File: src/rtl/iiitb_uart_rx.sv
// Purpose : 8N1 UART receiver, 16x oversampling, four selectable baud rates (sel matches baud generator).
// Latency : strobe one clock after the mid-stop-bit sample (~9.5 bit periods after the start edge).
// Backpres: none; rx_data/rx_valid is a fire-and-forget strobe, the consumer must take it that cycle.
//
// Ports:
//   clk       system clock
//   reset     asynchronous active-low reset
//   sel[1:0]  baud select (00=DIV0 .. 11=DIV3), latched at frame start
//   rx        serial line, idle high, asynchronous to clk
//   rx_data   last correctly framed byte
//   rx_valid  one-cycle strobe, rx_data updated
//   frame_err one-cycle strobe, stop bit sampled low
//   busy      frame in progress
module iiitb_uart_rx #(
    parameter int DIV0 = 68,
    parameter int DIV1 = 203,
    parameter int DIV2 = 407,
    parameter int DIV3 = 814
) (
    input  logic       clk,
    input  logic       reset,
    input  logic [1:0] sel,
    input  logic       rx,
    output logic [7:0] rx_data,
    output logic       rx_valid,
    output logic       frame_err,
    output logic       busy
);

    typedef enum logic [1:0] {
        IDLE  = 2'd0,
        START = 2'd1,
        DATA  = 2'd2,
        STOP  = 2'd3
    } state_t;

    state_t      state, state_n;

    logic        rx_s1, rx_s2, rx_prev;
    logic [1:0]  sel_q;
    logic [9:0]  os_cnt;
    logic [9:0]  div_m1;
    logic [3:0]  tick_cnt;
    logic [2:0]  bit_idx;
    logic [7:0]  shreg;

    logic        fall;
    logic        tick;
    logic        load_sel;
    logic        start_ok;
    logic        sample_data;
    logic        stop_ok;
    logic        stop_bad;

    // Synchronizer resets to the idle level so reset release never looks like a start edge.
    always_ff @(posedge clk or negedge reset) begin
        if (!reset) begin
            rx_s1   <= 1'b1;
            rx_s2   <= 1'b1;
            rx_prev <= 1'b1;
        end else begin
            rx_s1   <= rx;
            rx_s2   <= rx_s1;
            rx_prev <= rx_s2;
        end
    end

    // Only a genuine 1->0 transition starts a frame; a line stuck low (break) never does.
    assign fall = rx_prev & ~rx_s2;

    // Divisor comes from the latched select so mid-frame sel changes cannot skew sampling.
    always_comb begin
        div_m1 = 10'(DIV0 - 1);
        case (sel_q)
            2'b00:   div_m1 = 10'(DIV0 - 1);
            2'b01:   div_m1 = 10'(DIV1 - 1);
            2'b10:   div_m1 = 10'(DIV2 - 1);
            default: div_m1 = 10'(DIV3 - 1);
        endcase
    end

    assign tick = (state != IDLE) && (os_cnt == div_m1);
    assign busy = (state != IDLE);

    always_ff @(posedge clk or negedge reset) begin
        if (!reset) state <= IDLE;
        else        state <= state_n;
    end

    always_comb begin
        state_n     = state;
        load_sel    = 1'b0;
        start_ok    = 1'b0;
        sample_data = 1'b0;
        stop_ok     = 1'b0;
        stop_bad    = 1'b0;
        case (state)
            IDLE: begin
                if (fall) begin
                    state_n  = START;
                    load_sel = 1'b1;
                end
            end
            START: begin
                // Mid start bit: line back high means the edge was a glitch.
                if (tick && tick_cnt == 4'd7) begin
                    if (rx_s2) begin
                        state_n = IDLE;
                    end else begin
                        state_n  = DATA;
                        start_ok = 1'b1;
                    end
                end
            end
            DATA: begin
                if (tick && tick_cnt == 4'd15) begin
                    sample_data = 1'b1;
                    if (bit_idx == 3'd7) state_n = STOP;
                end
            end
            STOP: begin
                if (tick && tick_cnt == 4'd15) begin
                    state_n = IDLE;
                    if (rx_s2) stop_ok  = 1'b1;
                    else       stop_bad = 1'b1;
                end
            end
            default: state_n = IDLE;
        endcase
    end

    always_ff @(posedge clk or negedge reset) begin
        if (!reset) begin
            sel_q     <= 2'b00;
            os_cnt    <= 10'd0;
            tick_cnt  <= 4'd0;
            bit_idx   <= 3'd0;
            shreg     <= 8'h00;
            rx_data   <= 8'h00;
            rx_valid  <= 1'b0;
            frame_err <= 1'b0;
        end else begin
            rx_valid  <= stop_ok;
            frame_err <= stop_bad;

            if (load_sel) sel_q <= sel;

            if (state == IDLE || tick) os_cnt <= 10'd0;
            else                       os_cnt <= os_cnt + 10'd1;

            // Re-align the tick count to mid start bit so later bits sample at their centres.
            if (state == IDLE || start_ok) tick_cnt <= 4'd0;
            else if (tick)                 tick_cnt <= tick_cnt + 4'd1;

            if (state == IDLE)    bit_idx <= 3'd0;
            else if (sample_data) bit_idx <= bit_idx + 3'd1;

            // LSB arrives first, so shift in from the top.
            if (sample_data) shreg <= {rx_s2, shreg[7:1]};

            if (stop_ok) rx_data <= shreg;
        end
    end

endmodule

File: config.mk
export PLATFORM = sky130hd
export DESIGN_NAME = iiitb_uart_rx
export DESIGN_NICKNAME = d
export VERILOG_FILES = /design/src/rtl/iiitb_uart_rx.sv
export SDC_FILE = /design/constraint.sdc
export NUM_CORES = 1
export LEC_CHECK = 0
export CAP_MARGIN = 25
export CORE_UTILIZATION = 55
export DETAILED_ROUTE_END_ITERATION = 7
export PLACE_DENSITY = 0.79
export SLEW_MARGIN = 20
export SYNTH_ARGS = -nofsm -noshare
export SYNTH_HDL_FRONTEND = slang
export SYNTH_SLANG_ARGS = --single-unit
File: constraint.sdc
create_clock -name clk -period 3.1 [get_ports clk]
set_input_delay 0.62 -clock clk [delete_from_list [all_inputs] [get_ports clk]]
set_output_delay 0.62 -clock clk [all_outputs]
set_load 0.02 [all_outputs]
==> flow_summary_export.csv, run 1 <==
group,metric,value,unit
drt,wl,3.84,mm
synthesis,dominantRegCellSynth,"dfrtp_1",
pwr,max-vdd-ir-drop,363,uV
critical_path,cp.required,3280,ps
critical_path,worstSetupPathType,"reg2reg",
drt,via_count,1469,
cts,clk_pin_slew,80,ps
critical_path,crit_fanout,9,
die,die_w,63.2,um
synthesis,synth-edff-count,0,
synthesis,synth-seq-cells,42,
drt,detail-route-antenna-nets,0,
global_route,globalRouteOverflowTotal,0,
finish,synthToLayoutAreaGrowth,14.7,%
timing,skew,4.92,ps
synthesis,synth_area_leader_cell,"dfrtp_1",
die,dieArea,4000,sq um
drt,wl_per_cell,15.5,um
timing,grt_setup_unrepaired,"no",
synthesis,synth_cells,183,
die,die_y,63.2,um
synthesis,avgSynthCellArea,11.3,sq um
cts,clk_path_buf_depth,2,
synthesis,async_flop_share,100,%
placement,io_buffer_count,15,
drt,first_pass_iters,4,
placement,hpwl,2.63,mm
timing,worst_slew_pin_slew,678,ps
critical_path,start_kind,"flip-flop",
timing,max_freq,0.396,GHz
timing,fin_crit_sh,81.4,%
cts,cts_resized,0,
cts,clock_latency,290,ps
synthesis,ys_seq_area_share,51.2,%
timing,setup_violations,0,
finish,nets,215,
die,core_area,3470,sq um
cts,cts.sinks,42,
global_route,grt_pass1_wl,6.74,mm
synthesis,ys_top_cells_by_count,"39 x dfrtp_1, 18 x nor2_1, 13 x nand2_1",
cts,cts_buffers,5,
timing,slew_headroom,54.5,%
synthesis,synth_top_cell_area_share,47.3,%
synthesis,synth_area,2060,sq um
die,rows,21,
timing,drv_slew,0,
timing,final-hold-violation-count,0,
global_route,grt_antenna_before_repair,0,
placement,dpl.cell_count,239,
die,ios,16,
drt,drcViolationCount,0,
pwr,p_leak,0.00111,uW
cts,cts_tree,"yes",
timing,fin_ws,576,ps
cts,cts_hold_buf,0,
finish,stdcell_count,248,
synthesis,synthTopCellsByArea,"dfrtp_1 47%, ha_1 5.5%, mux2_2 5.5%",
placement,gp_congestion,0.863,
drt,viasPerCell,5.92,
timing,post-route-min-period,2520,ps
hold_path,hold_path_class,"in2async",
outcome,status,"finished, final reports clean",
placement,place_ws,595,ps
global_route,grt_pass1_vias,1541,
synthesis,synth.most_common_cell,"dfrtp_1",
finish,fin_util,68.2,%
finish,nFillCells,277,
finish,drive_gt1_share,13.9,%
cts,cts_setup_buffers,0,
die,initial_core_util,59.5,%
pwr,power.density,631,nW/um^2
global_route,track_usage,21.5,%
drt,drtIter0Drc,129,
cts,cts.htree.levels,2,
synthesis,ys_types,49,
critical_path,critPathCaptureType,"flip-flop",
finish,antennaDiodeCount,0,
timing,finalSetupTns,0,ps
global_route,grt_max_degree,43,
synthesis,syn_nets,197,
synthesis,yosys_warnings,0,
cts,root_buffer,"clkbuf_8",
pwr,power.total,1490,uW
critical_path,worstPathArrival,2700,ps
run,drv_cap,0,
==> power by group <==
| group | switching, uW | internal, uW | total (uW) |
|---|---|---|---|
| Clock | 182 | 240 | 422 |
| Sequential | 75.4 | 603 | 678 |
| Combinational | 246 | 146 | 392 |
==> per-layer routing <==
metal / up-vias / part of all wire (%) / GRT usage (%)
met3: 14 / 4.5 / 6.88
li1: 695 / - / -
met2: 48 / 51 / 37.8
met5: - / 0 / 0
met1: 712 / 43 / 25.3
met4: 0 / 1.9 / 5.68
==> final cells by class <==
cell class	count	area [sq um]	area share, %
sequential	42	1050	44.6
inverter	7	26.3	1.11
clock buffer	6	72.6	3.07
timing repair buffer	16	165	6.98
tap	46	57.6	2.43
clock inverter	2	37.5	1.59
multi-input combinational	129	951	40.2
==> through the flow <==
stage | area (sq um) | hold WS (ps)
after floorplan | 2060 | 324
after global placement | 2230 | 347
after detailed placement | 2230 | 349
after CTS | 2340 | 361
after global routing | 2360 | 200
final | 2360 | 198
==> state kept, by name, indices dropped and copies added (netlist names), named ones only <==
name and count:
bit_idx 3, frame_err 1, os_cnt 10, rx_data 8
rx_prev 1, rx_s1 1, rx_s2 1, rx_valid 1
sel_q 2, shreg 8, state 1, tick_cnt 4
==> critical path, stage by stage, from the launching register on <==
cell and delay, ps:
dfrtp_1 420, ha_1 300, or4b_1 560, a21oi_2 180, o21a_1 340, nand4_4 240
mux2_1 370
==> path summary, 6_finish.rpt <==
kind,end,cells after the start,slack (ps),from
max,rx_data[4],6,580,sel_q[0]
min,tick_cnt[0],1,200,reset
max reg2reg,rx_data[4],6,580,sel_q[0]
min reg2reg,rx_s2,0,360,rx_s1
max in group asynchronous,rx_prev,2,2380,reset
min in group clk,rx_s2,0,360,rx_s1
==> kinds of logic (layout without fill, tap and decap cells) <==
group / after synthesis / after routing / synth area share (%)
buffers and inverters: 12 / 31 / 2.73
and+or+nand+nor: 65 / 65 / 17.8
adders and majority gates: 9 / 9 / 5.46
muxes: 17 / 17 / 9.22
DFF: 42 / 42 / 51.2
xor gates and xnor gates: 8 / 8 / 3.40
AOI/OAI and AO/OA: 30 / 30 / 10.3
==> cells in the final DEF, fill, tap and decap left out, types with 2 or more instances in the layout <==
cell              n
o21ai_0           7
o211ai_1          2
mux2_1            6
clkdlybuf4s50_1  14
dfrtp_1          39
dfstp_2           3
inv_1             7
xor2_1            3
and2_1            4
o311ai_0          3
and3_1            4
nand2_1          13
a31oi_1           3
a21oi_1           2
nor3_1            4
ha_1              9
xnor2_1           5
o311ai_1          3
and4_1            2
mux2_2           10
nor2_1           18
nand3_1           4
clkbuf_8          5
nand4_1           2
o21a_1            2
Power figures use the tool's default switching activity.
==> run 2: changes to the inputs <==
--- a/config.mk
+++ b/config.mk
@@ -6,9 +6,9 @@
 export NUM_CORES = 1
 export LEC_CHECK = 0
 export CAP_MARGIN = 25
-export CORE_UTILIZATION = 55
+export CORE_UTILIZATION = 52
 export DETAILED_ROUTE_END_ITERATION = 7
-export PLACE_DENSITY = 0.79
+export PLACE_DENSITY = 0.78
 export SLEW_MARGIN = 20
 export SYNTH_ARGS = -nofsm -noshare
 export SYNTH_HDL_FRONTEND = slang
==> constraint.sdc (replaced) <==
create_clock -name clk -period 2.1 [get_ports clk]
set_input_delay 0.42 -clock clk [delete_from_list [all_inputs] [get_ports clk]]
set_output_delay 0.42 -clock clk [all_outputs]
set_load 0.02 [all_outputs]
==> run 2 against run 1 <==
  * The flow now finishes with violations (setup timing)
  * Clock skew up 3.4 ps
  * Via count up 8.7%
  * Routed wire length up 21%
  * Critical path type unchanged
  * Critical endpoint is now bit_idx[2]
  * Largest cell class is now multi-input combinational cells
  * Largest power group is now combinational cells
==> flow_summary_export.csv, run 2 (synthesis results as in run 1) <==
group,metric,value,unit
cts,clk_path_buf_depth,2,
critical_path,worstSetupPathType,"reg2reg",
placement,io_buffer_count,15,
global_route,globalRouteOverflowTotal,0,
cts,cts.htree.levels,2,
timing,drv_slew,0,
drt,drtIter0Drc,98,
drt,drcViolationCount,0,
timing,skew,8.32,ps
timing,post-route-min-period,2340,ps
outcome,failed_checks,"setup timing",
drt,wl,4.67,mm
finish,stdcell_count,269,
hold_path,hold_path_class,"in2async",
die,core_area,3740,sq um
critical_path,r2r_cells,8,
finish,drive_gt1_share,37.1,%
finish,final_common_cell,"dfrtp_1",
finish,regMostFlops,"os_cnt",
timing,fin_ws,-242,ps
cts,cts_tree,"yes",
finish,antennaDiodeCount,0,
drt,via_count,1597,
cts,root_buffer,"clkbuf_8",
placement,hpwl,2.88,mm
finish,largest_reg_flops,10,
timing,finalSetupTns,-5550,ps
pwr,max-vdd-ir-drop,590,uV
drt,viasPerCell,5.94,
die,ios,16,
timing,max_freq,0.427,GHz
timing,setup_violations,36,
die,die_w,65.0,um
global_route,grt_max_degree,43,
finish,postLayoutCellArea,2740,sq um
finish,layout.area.seq,1050,sq um
critical_path,cp.required,2300,ps
die,die_y,65.0,um
outcome,status,"finished with violations",
global_route,track_usage,25.3,%
die,dieArea,4220,sq um
placement,placed_area,2380,sq um
timing,fin_crit_sh,112,%
pwr,p_leak,0.00129,uW
placement,dpl.cell_count,256,
drt,wl_per_cell,17.3,um
critical_path,critPathCaptureType,"flip-flop",
placement,gp_congestion,0.868,
critical_path,start_kind,"flip-flop",
finish,synthToLayoutAreaGrowth,33.1,%
timing,slew_headroom,66.3,%
timing,final-hold-violation-count,0,
run,drv_cap,0,
die,initial_core_util,55.1,%
die,rows,22,
global_route,grt_pass1_vias,1614,
finish,multiInputGateArea,1170,sq um
finish,mostFrequentLayoutCells,"39 x dfrtp_1, 15 x buf_4, 13 x nand2_1, 13 x clkdlybuf4s50_1, 10 x mux2_2",
critical_path,ff2ff_setup_slack,-240,ps
drt,detail-route-antenna-nets,0,
pwr,power.total,2670,uW
finish,nets,235,
cts,cts.sinks,42,
cts,clk_pin_slew,80,ps
cts,clock_latency,300,ps
global_route,grt_pass1_wl,7.82,mm
pwr,power.density,973,nW/um^2
timing,worst_slew_pin_slew,506,ps
cts,cts_buffers,5,
finish,top_regs,"os_cnt x10, rx_data x8, shreg x8",
finish,nFillCells,267,
critical_path,worstPathArrival,2540,ps
critical_path,crit_fanout,7,
timing,grt_setup_unrepaired,"yes",
global_route,grt_antenna_before_repair,0,
drt,first_pass_iters,4,
==> run 2: changes by cell type in the layout (fill, tap and decap cells not counted), moves of 3 or more <==
cell      delta
buf_4       +15
buf_6        +5
ha_1         -4
ha_2         +3
inv_1        -3
inv_2        +3
mux2_1       -6
mux2_4       +6
nor2_1      -10
nor2_2       +7
nor2_4       +3
o311ai_0     -3
o311ai_2     +3
==> run 2: stage by stage <==
step	hold slack, ps	util, %	worst slack [ps]
finish	159	73.3	-242
global route	220	73.3	-283
CTS	188	71.5	-150
detailed placement	348	63.6	-247
global placement	348	63.6	-153
floorplan	124	-	-91.5
==> run 2: timing repair <==
action,CTS,global route
hold buffers,0,0
pin swaps,6,6
setup endpoints to repair,37,38
gates resized for setup,27,19
gates cloned,2,0
setup buffers,4,1
==> run 2: report_power, final <==
group          switching [uW]  internal [uW]  leakage, uW
Combinational             565            460     0.000669
Clock                     271            380    0.0000573
Sequential                102            889     0.000563
Total                     939           1730      0.00129
==> run 2: path summary, 6_finish.rpt <==
path                               start         end
min in group clk                   rx_s1       rx_s2
max in group asynchronous          reset       rx_s1
worst max-delay path            sel_q[0]  bit_idx[2]
worst min register to register     rx_s1       rx_s2
worst max register to register  sel_q[0]  bit_idx[2]
worst min-delay path               reset   os_cnt[5]
==> run 2: area by class of cell <==
class                           instances  share of cell area [%]
Clock buffer                            6                    3.01
Clock inverter                          1                    1.09
Inverter                                7                   0.958
Multi-Input combinational cell        130                    42.8
Sequential cell                        42                    38.4
Tap cell                               48                    2.19
Timing Repair Buffer                   35                    11.5
==> run 2: critical path, stage by stage, from the launching register on <==
cell and delay, ps:
dfrtp_1 440, inv_2 80, ha_4 160, or4b_4 530, a21oi_2 170, buf_4 140, o21ai_4 80, or3_4 420
o311ai_2 230
==> run 2: metal layers <==
layer,routed length [um],global-route usage [%],vias to the layer above
met5,0,0,-
li1,-,-,735
met2,2350,41.4,36
met1,2010,31.3,816
met4,108,11.7,0
met3,194,6.34,10
==> run 3: changes to the inputs <==
--- a/config.mk
+++ b/config.mk
@@ -6,9 +6,10 @@
 export NUM_CORES = 1
 export LEC_CHECK = 0
 export CAP_MARGIN = 25
-export CORE_UTILIZATION = 52
+export CORE_UTILIZATION = 31
 export DETAILED_ROUTE_END_ITERATION = 7
-export PLACE_DENSITY = 0.78
+export PLACE_DENSITY = 0.52
+export SKIP_CTS_REPAIR_TIMING = 1
 export SLEW_MARGIN = 20
 export SYNTH_ARGS = -nofsm -noshare
 export SYNTH_HDL_FRONTEND = slang
==> run 3 against run 2 <==
  * The flow still finishes with violations (setup timing)
  * Core utilization fell by 31 points
  * Critical path depth shrank 1
  * Critical path type unchanged
  * Clock skew fell by 1.1 ps
  * Register-to-register slack better by 130 ps
  * Highest routed layer unchanged
  * Clock power shrank 0.6%
  * Hold slack got worse by 140 ps
  * Routed wire length is 11% lower
  * Flip-flop and latch count unchanged
  * Cell area is 2.5% lower
  * Non-clock buffer count is 1 higher
  * Setup slack improved by 130 ps
==> flow_summary_export.csv, run 3 (synthesis results as in run 1) <==
group,metric,value,unit
timing,skew,7.19,ps
drt,first_pass_iters,4,
finish,nets,236,
finish,top_regs,"os_cnt x10, rx_data x8, shreg x8",
timing,final-hold-violation-count,0,
cts,cts_tree,"yes",
finish,synthToLayoutAreaGrowth,29.8,%
critical_path,critPathBufInv,1,
critical_path,start_kind,"flip-flop",
critical_path,critical-path-slowest-cell,"or4b_4",
drt,drtIter0Drc,57,
finish,stdcell_count,300,
hold_path,hold_path_class,"in2async",
global_route,grt_max_degree,17,
global_route,grt_pass1_vias,1394,
cts,clock_latency,290,ps
placement,io_buffer_count,15,
finish,regMostFlops,"os_cnt",
placement,gp_congestion,0.733,
drt,via_count,1475,
pwr,p_leak,0.00126,uW
finish,antennaDiodeCount,0,
critical_path,critPathCaptureType,"flip-flop",
die,core_area,6390,sq um
drt,viasPerCell,4.92,
placement,hpwl,2.90,mm
outcome,status,"finished with violations",
critical_path,worstPathCellList,"inv_2, ha_2, or4b_4, a21oi_4, o21a_4, nand4_4, mux2_4",
critical_path,worstSetupPathType,"reg2reg",
placement,dpl.cell_count,289,
critical_path,r2r-start,"sel_q[0]",
cts,cts_buffers,5,
die,rows,29,
critical_path,crit_path_start,"sel_q[0]",
finish,final_common_cell,"dfrtp_1",
die,die_w,83.6,um
finish,drive_gt1_share,30.5,%
pwr,power.density,940,nW/um^2
critical_path,worstPathArrival,2390,ps
drt,wl_per_cell,13.8,um
die,ios,16,
timing,fin_crit_sh,105,%
global_route,grt_antenna_before_repair,0,
placement,place_ws,-219,ps
timing,max_freq,0.453,GHz
cts,root_buffer,"clkbuf_8",
pwr,max-vdd-ir-drop,506,uV
timing,drv_slew,0,
timing,slew_headroom,69.2,%
critical_path,cpPeakStageDelay,550,ps
finish,largest_reg_flops,10,
die,die_y,83.6,um
die,initial_core_util,32.3,%
timing,fin_ws,-108,ps
pwr,power.total,2510,uW
timing,post-route-min-period,2210,ps
die,dieArea,6980,sq um
outcome,failed_checks,"setup timing",
cts,clk_path_buf_depth,2,
run,drv_cap,0,
cts,cts.sinks,42,
timing,grt_setup_unrepaired,"yes",
global_route,track_usage,12.3,%
global_route,grt_pass1_wl,6.76,mm
critical_path,crit_fanout,5,
critical_path,cp.required,2280,ps
timing,setup_violations,31,
cts,cts.htree.levels,2,
timing,worst_slew_pin_slew,455,ps
drt,drcViolationCount,0,
critical_path,crit_family,"simple AND/OR/NAND/NOR gates",
drt,detail-route-antenna-nets,0,
drt,wl,4.14,mm
cts,clk_pin_slew,80,ps
global_route,globalRouteOverflowTotal,0,
finish,mostFrequentLayoutCells,"39 x dfrtp_1, 19 x buf_4, 18 x nor2_1",
run 3: changes by cell type in the layout (fill, tap and decap cells not counted), sizes merged:
| cell | before | now |
|---|---|---|
| buf | 21 | 22 |
| clkbuf | 6 | 5 |
| clkdlybuf4s50 | 13 | 14 |
| clkinv | 0 | 1 |
| dlymetal6s2s | 1 | 0 |
| inv | 7 | 8 |
run 3: final cells by class:
type / count / area (sq um)
fill: 611 / 3710
multi-input combinational: 130 / 1080
sequential: 42 / 1050
timing repair buffer: 36 / 310
tap: 77 / 96.3
clock buffer: 5 / 68.8
clock inverter: 3 / 43.8
inverter: 7 / 26.3
run 3: worst paths after layout:
| check | endpoint | slack, ps | cells after the start |
|---|---|---|---|
| max in group asynchronous | rx_prev | 1490 | 2 |
| worst max register to register | rx_data[4] | -110 | 7 |
| worst min-delay path | sel_q[0] | 20 | 1 |
| worst max-delay path | rx_data[4] | -110 | 7 |
| min in group clk | rx_s2 | 360 | 0 |
| worst min register to register | rx_s2 | 360 | 0 |
run 3: routing by layer:
metal	wire length, um	vias to the layer above	part of all wire, %	GRT usage [%]
met5	0	-	0	0
met4	67	0	1.6	5.08
met3	102	5	2.5	2.77
met2	1860	16	45	18.5
met1	2100	712	51	17.0
li1	-	742	-	-
run 3: power breakdown:
group	internal (uW)	switching (uW)
clock network	356	291
logic	415	482
registers	889	80.6
run 3: worst reg2reg max path, cell delays in order, from the launching register on:
cell     delay [ps]
dfrtp_1         420
inv_2            50
ha_2            170
or4b_4          550
a21oi_4         180
o21a_4          200
nand4_4         190
mux2_4          340
run 3: stage by stage:
step / util, % / hold slack (ps) / area [sq um] / TNS (ps)
after detailed placement: 38.3 / 348 / 2450 / -4410
after CTS: 40.1 / 20.7 / 2560 / -5350
after global placement: 38.3 / 349 / 2450 / -3470
final: 41.9 / 17.9 / 2680 / -1380
after global routing: 41.9 / 32.7 / 2680 / -5090
after floorplan: - / 124 / 2100 / -1040
==> variant 1: new RTL, settings of run 3 <==
Put one more register stage on the output `frame_err`, cleared by the reset. The value now appears one clock later. The other outputs are not delayed to match. Comments in the files are not updated.
--- a/src/rtl/iiitb_uart_rx.sv
+++ b/src/rtl/iiitb_uart_rx.sv
@@ -33,6 +33,8 @@
         DATA  = 2'd2,
         STOP  = 2'd3
     } state_t;
+
+    logic frame_err_s0;
 
     state_t      state, state_n;
 
@@ -138,10 +140,10 @@
             shreg     <= 8'h00;
             rx_data   <= 8'h00;
             rx_valid  <= 1'b0;
-            frame_err <= 1'b0;
+            frame_err_s0 <= 1'b0;
         end else begin
             rx_valid  <= stop_ok;
-            frame_err <= stop_bad;
+            frame_err_s0 <= stop_bad;
 
             if (load_sel) sel_q <= sel;
 
@@ -162,5 +164,13 @@
         end
     end
 
+    always_ff @(posedge clk or negedge reset) begin
+        if (!reset) begin
+            frame_err <= '0;
+        end else begin
+            frame_err <= frame_err_s0;
+        end
+    end
+
 endmodule
 
Check against the original RTL: no difference found for any inputs over 10 cycles, from zero or initial values and one cycle with reset low; that may be too few to reach the edited logic, so the function may still have changed.
==> variant 1 against run 3 <==
The run ends with design-rule violations, negative setup slack left; via count increased by 3.1%; routed wire length is 8.0% higher; total power down 2.9%; sequential cell count is 1 higher; area after synthesis up 0.61%; worst setup slack got worse by 0.14 ns; design area increased by 6.0%; global-route usage rose by 0.97 points; critical path type unchanged; critical endpoint is now rx_data[6]; largest cell class unchanged; largest power group unchanged.
==> variant 1: results (changes against run 3) <==
status: "finished with violations"
violations: "design-rule violations, negative setup slack"
gr-usage-met2_pct: 21.8  # +3.3 points
combPwrFrac_pct: 36.4  # +0.7 points
seq_power_share_pct: 41.1  # +2.5 points
synth_commonest_cells: "dfrtp_1, mux2_2, nand2_1"
track_usage_pct: 13.2  # +0.97 points
grt_max_degree: 44  # +27
grt_pass1_vias: 1527  # +9.5%
place_ws_ns: -0.268  # -0.0494 ns
r2r_start: "sel_q[1]"
grt_util_met1_pct: 17.4  # +0.32 points
p_int_mw: 1.64  # -1.5%
synth_area_leaders: "dfrtp_1, mux2_2, ha_1"
drt_pass1_iterations: 8  # +4
whs_ns: 0.179  # +0.161 ns
fin_cells: 304  # +1.3%
wl_met2_um: 2140  # +15%
fin_setup_tns_ns: -6.21  # -4.83 ns
finalSetupViolations: 33  # +6.5%
nNetsFinal: 240  # +1.7%
r2r_end: "rx_data[6]"
place.gp.congestion: 0.759  # +3.6%
syn_nets: 196  # -0.51%
p_switching_uw: 807  # -5.5%
reg2reg_depth: 8  # +1
max_stage_delay_ns: 0.43  # -0.12 ns
setup_ws_ns: -0.252  # -0.144 ns
crit_slowest_cell: "dfrtp_1"
synth_compound_area_share_pct: 9.47  # -0.79 points
routedWlPerCell_um: 14.7  # +6.6%
synth_mux_area_share_pct: 9.17  # -0.056 points
grt_pass1_wl_um: 7330  # +8.6%
drc_errors: 6  # +6
drt_iter0_markers: 65  # +14%
ir_worst_vdd_mv: 0.298  # -41%
synth_cells: 182  # -0.55%
==> variant 1: cell types whose count changed after synthesis, sizes merged, moves of 4 or more <==
cell / change
inv: -5
nor2: -5
nor4: +4
o21ai: -6
==> variant 1: how the worst max path moves through the flow <==
stage,from,to,slack (ns),depth (start not counted)
final,sel_q[1],rx_data[6],-0.25,8
after global routing,sel_q[1],rx_data[7],-0.41,8
after CTS,sel_q[1],rx_data[6],-0.29,8
after detailed placement,sel_q[1],rx_data[7],-0.27,8
after global placement,sel_q[1],rx_data[7],-0.18,8
after floorplan,sel_q[0],shreg[0],-0.21,7
==> variant 1: area by class of cell <==
class / count / area, um2
Fill cell: 594 / 3590
Clock buffer: 5 / 68.8
Inverter: 2 / 7.51
Sequential cell: 43 / 1080
Multi-Input combinational cell: 130 / 1150
Timing Repair Buffer: 44 / 413
Clock inverter: 3 / 23.8
Tap cell: 77 / 96.3
==> variant 2: new RTL, flow settings as in run 3 <==
Made on the original files. `DIV3`: 814 -> 407.
--- a/src/rtl/iiitb_uart_rx.sv
+++ b/src/rtl/iiitb_uart_rx.sv
@@ -15,7 +15,7 @@
     parameter int DIV0 = 68,
     parameter int DIV1 = 203,
     parameter int DIV2 = 407,
-    parameter int DIV3 = 814
+    parameter int DIV3 = 407
 ) (
     input  logic       clk,
     input  logic       reset,
Behaviour: same outputs for any inputs over 10 cycles, from zero or initial values and one cycle with reset low; that may be too few to reach the edited logic, so the function may still have changed.
==> variant 2 against run 3 <==
Design area shrank 6.9%; routed wire length shrank 5.5%; the flow still finishes with violations (negative setup slack); area after synthesis shrank 8.9%; sequential cell count is the same; sequential share of layout area grew 2.9 points; worst setup slack lost 0.071 ns.
Power is not compared: it rests on default switching activity, and its combinational part moved more than twofold at a synthesized area within 25%.
==> variant 2: results (changes against run 3) <==
status: "finished with violations"
violations: "negative setup slack"
drt_wl_total_um: 3910  # -5.5%
drive_above_1_share_pct: 33.3  # +2.8 points
reg2reg_depth: 6  # -1
grt_util_met1_pct: 17.0  # -0.059 points
vias: 1323  # -10%
fillers: 558  # -8.7%
place.gp.congestion: 0.781  # +6.6%
met3_length_um: 127  # +25%
r2r_end: "tick_cnt[3]"
drt_iter0_markers: 68  # +19%
grtUsageMet3_pct: 3.54  # +0.77 points
max_stage_delay_ns: 0.51  # -0.04 ns
track_usage_pct: 13.5  # +1.2 points
syn_nets: 166  # -16%
crit_slowest_cell: "or4b_1"
synth_cells: 157  # -14%
grt_pass1_wl_um: 6530  # -3.4%
finClkSkew_ns: 0.00637  # -0.000814 ns
synth_cell_types: 37  # -24%
setup_ws_ns: -0.179  # -0.0708 ns
grt_max_degree: 43  # +26
placed_cells: 261  # -9.7%
fin_cells: 270  # -10%
ys_seq_area_share_pct: 56.1  # +5.0 points
crit_fanout: 8  # +3
grt_pass1_vias: 1379  # -1.1%
nNetsFinal: 206  # -13%
startpoint: "os_cnt[4]"
synth_area_leaders: "dfrtp_1, mux2_2, dfstp_2"
finalSetupViolations: 25  # -19%
m1WireLength_um: 1860  # -12%
wl_met2_um: 1860  # -0.43%
dieWidth_um: 79.9  # -4.4%
slew_headroom_pct: 54.0  # -15 points
arrival_ns: 2.51  # +0.12 ns
variant 2: cell types whose count changed in the layout (fill, tap and decap cells not counted), moves of 3 or more:
| cell | delta |
|---|---|
| mux2_4 | +6 |
| mux2_2 | -4 |
| nand3_1 | +3 |
| a31oi_1 | -3 |
| o21ai_0 | -5 |
| and2_1 | -4 |
| ha_2 | -3 |
| a21oi_2 | +4 |
| nand3_2 | +3 |
variant 2: final cells by class:
class                           count  area (um2)  share of cell area [%]
Sequential cell                    42        1050                    42.3
Clock buffer                        5        68.8                    2.76
Multi-Input combinational cell    109         898                    36.0
Clock inverter                      3        40.0                    1.61
Timing Repair Buffer               36         329                    13.2
Tap cell                           72        90.1                    3.61
Inverter                            3        11.3                   0.452
variant 2: per-stage QoR:
| stage | setup WS [ns] | util, % | TNS, ns | instance area (um2) | hold WS (ns) |
|---|---|---|---|---|---|
| after detailed placement | -0.267 | 40.0 | -3.64 | 2270 | 0.348 |
| after global placement | -0.200 | 40.0 | -2.90 | 2270 | 0.346 |
| after CTS | -0.278 | 41.9 | -4.02 | 2380 | 0.200 |
| final | -0.179 | 43.9 | -3.82 | 2490 | 0.174 |
| after floorplan | -0.359 | - | -5.52 | 1890 | 0.124 |
| after global routing | -0.263 | 43.9 | -5.30 | 2490 | 0.227 |
variant 2: critical path, delay by kind of cell, from the launching register on:
| kind | cells | cell delay [ns] |
|---|---|---|
| buffers and inverters | 1 | 0.16 |
| AOI/OAI and AO/OA | 2 | 0.37 |
| DFF | 1 | 0.40 |
| and+or+nand+nor | 3 | 1.28 |
variant 2: logic make-up after synthesis:
logic type | count (synthesis) | share of synthesized area, %
mux | 18 | 10.8
compound gates | 16 | 5.86
simple gates | 61 | 18.3
xor+xnor | 10 | 4.66
fa+ha+maj | 4 | 2.66
buf+inv | 6 | 1.60
flops | 42 | 56.1
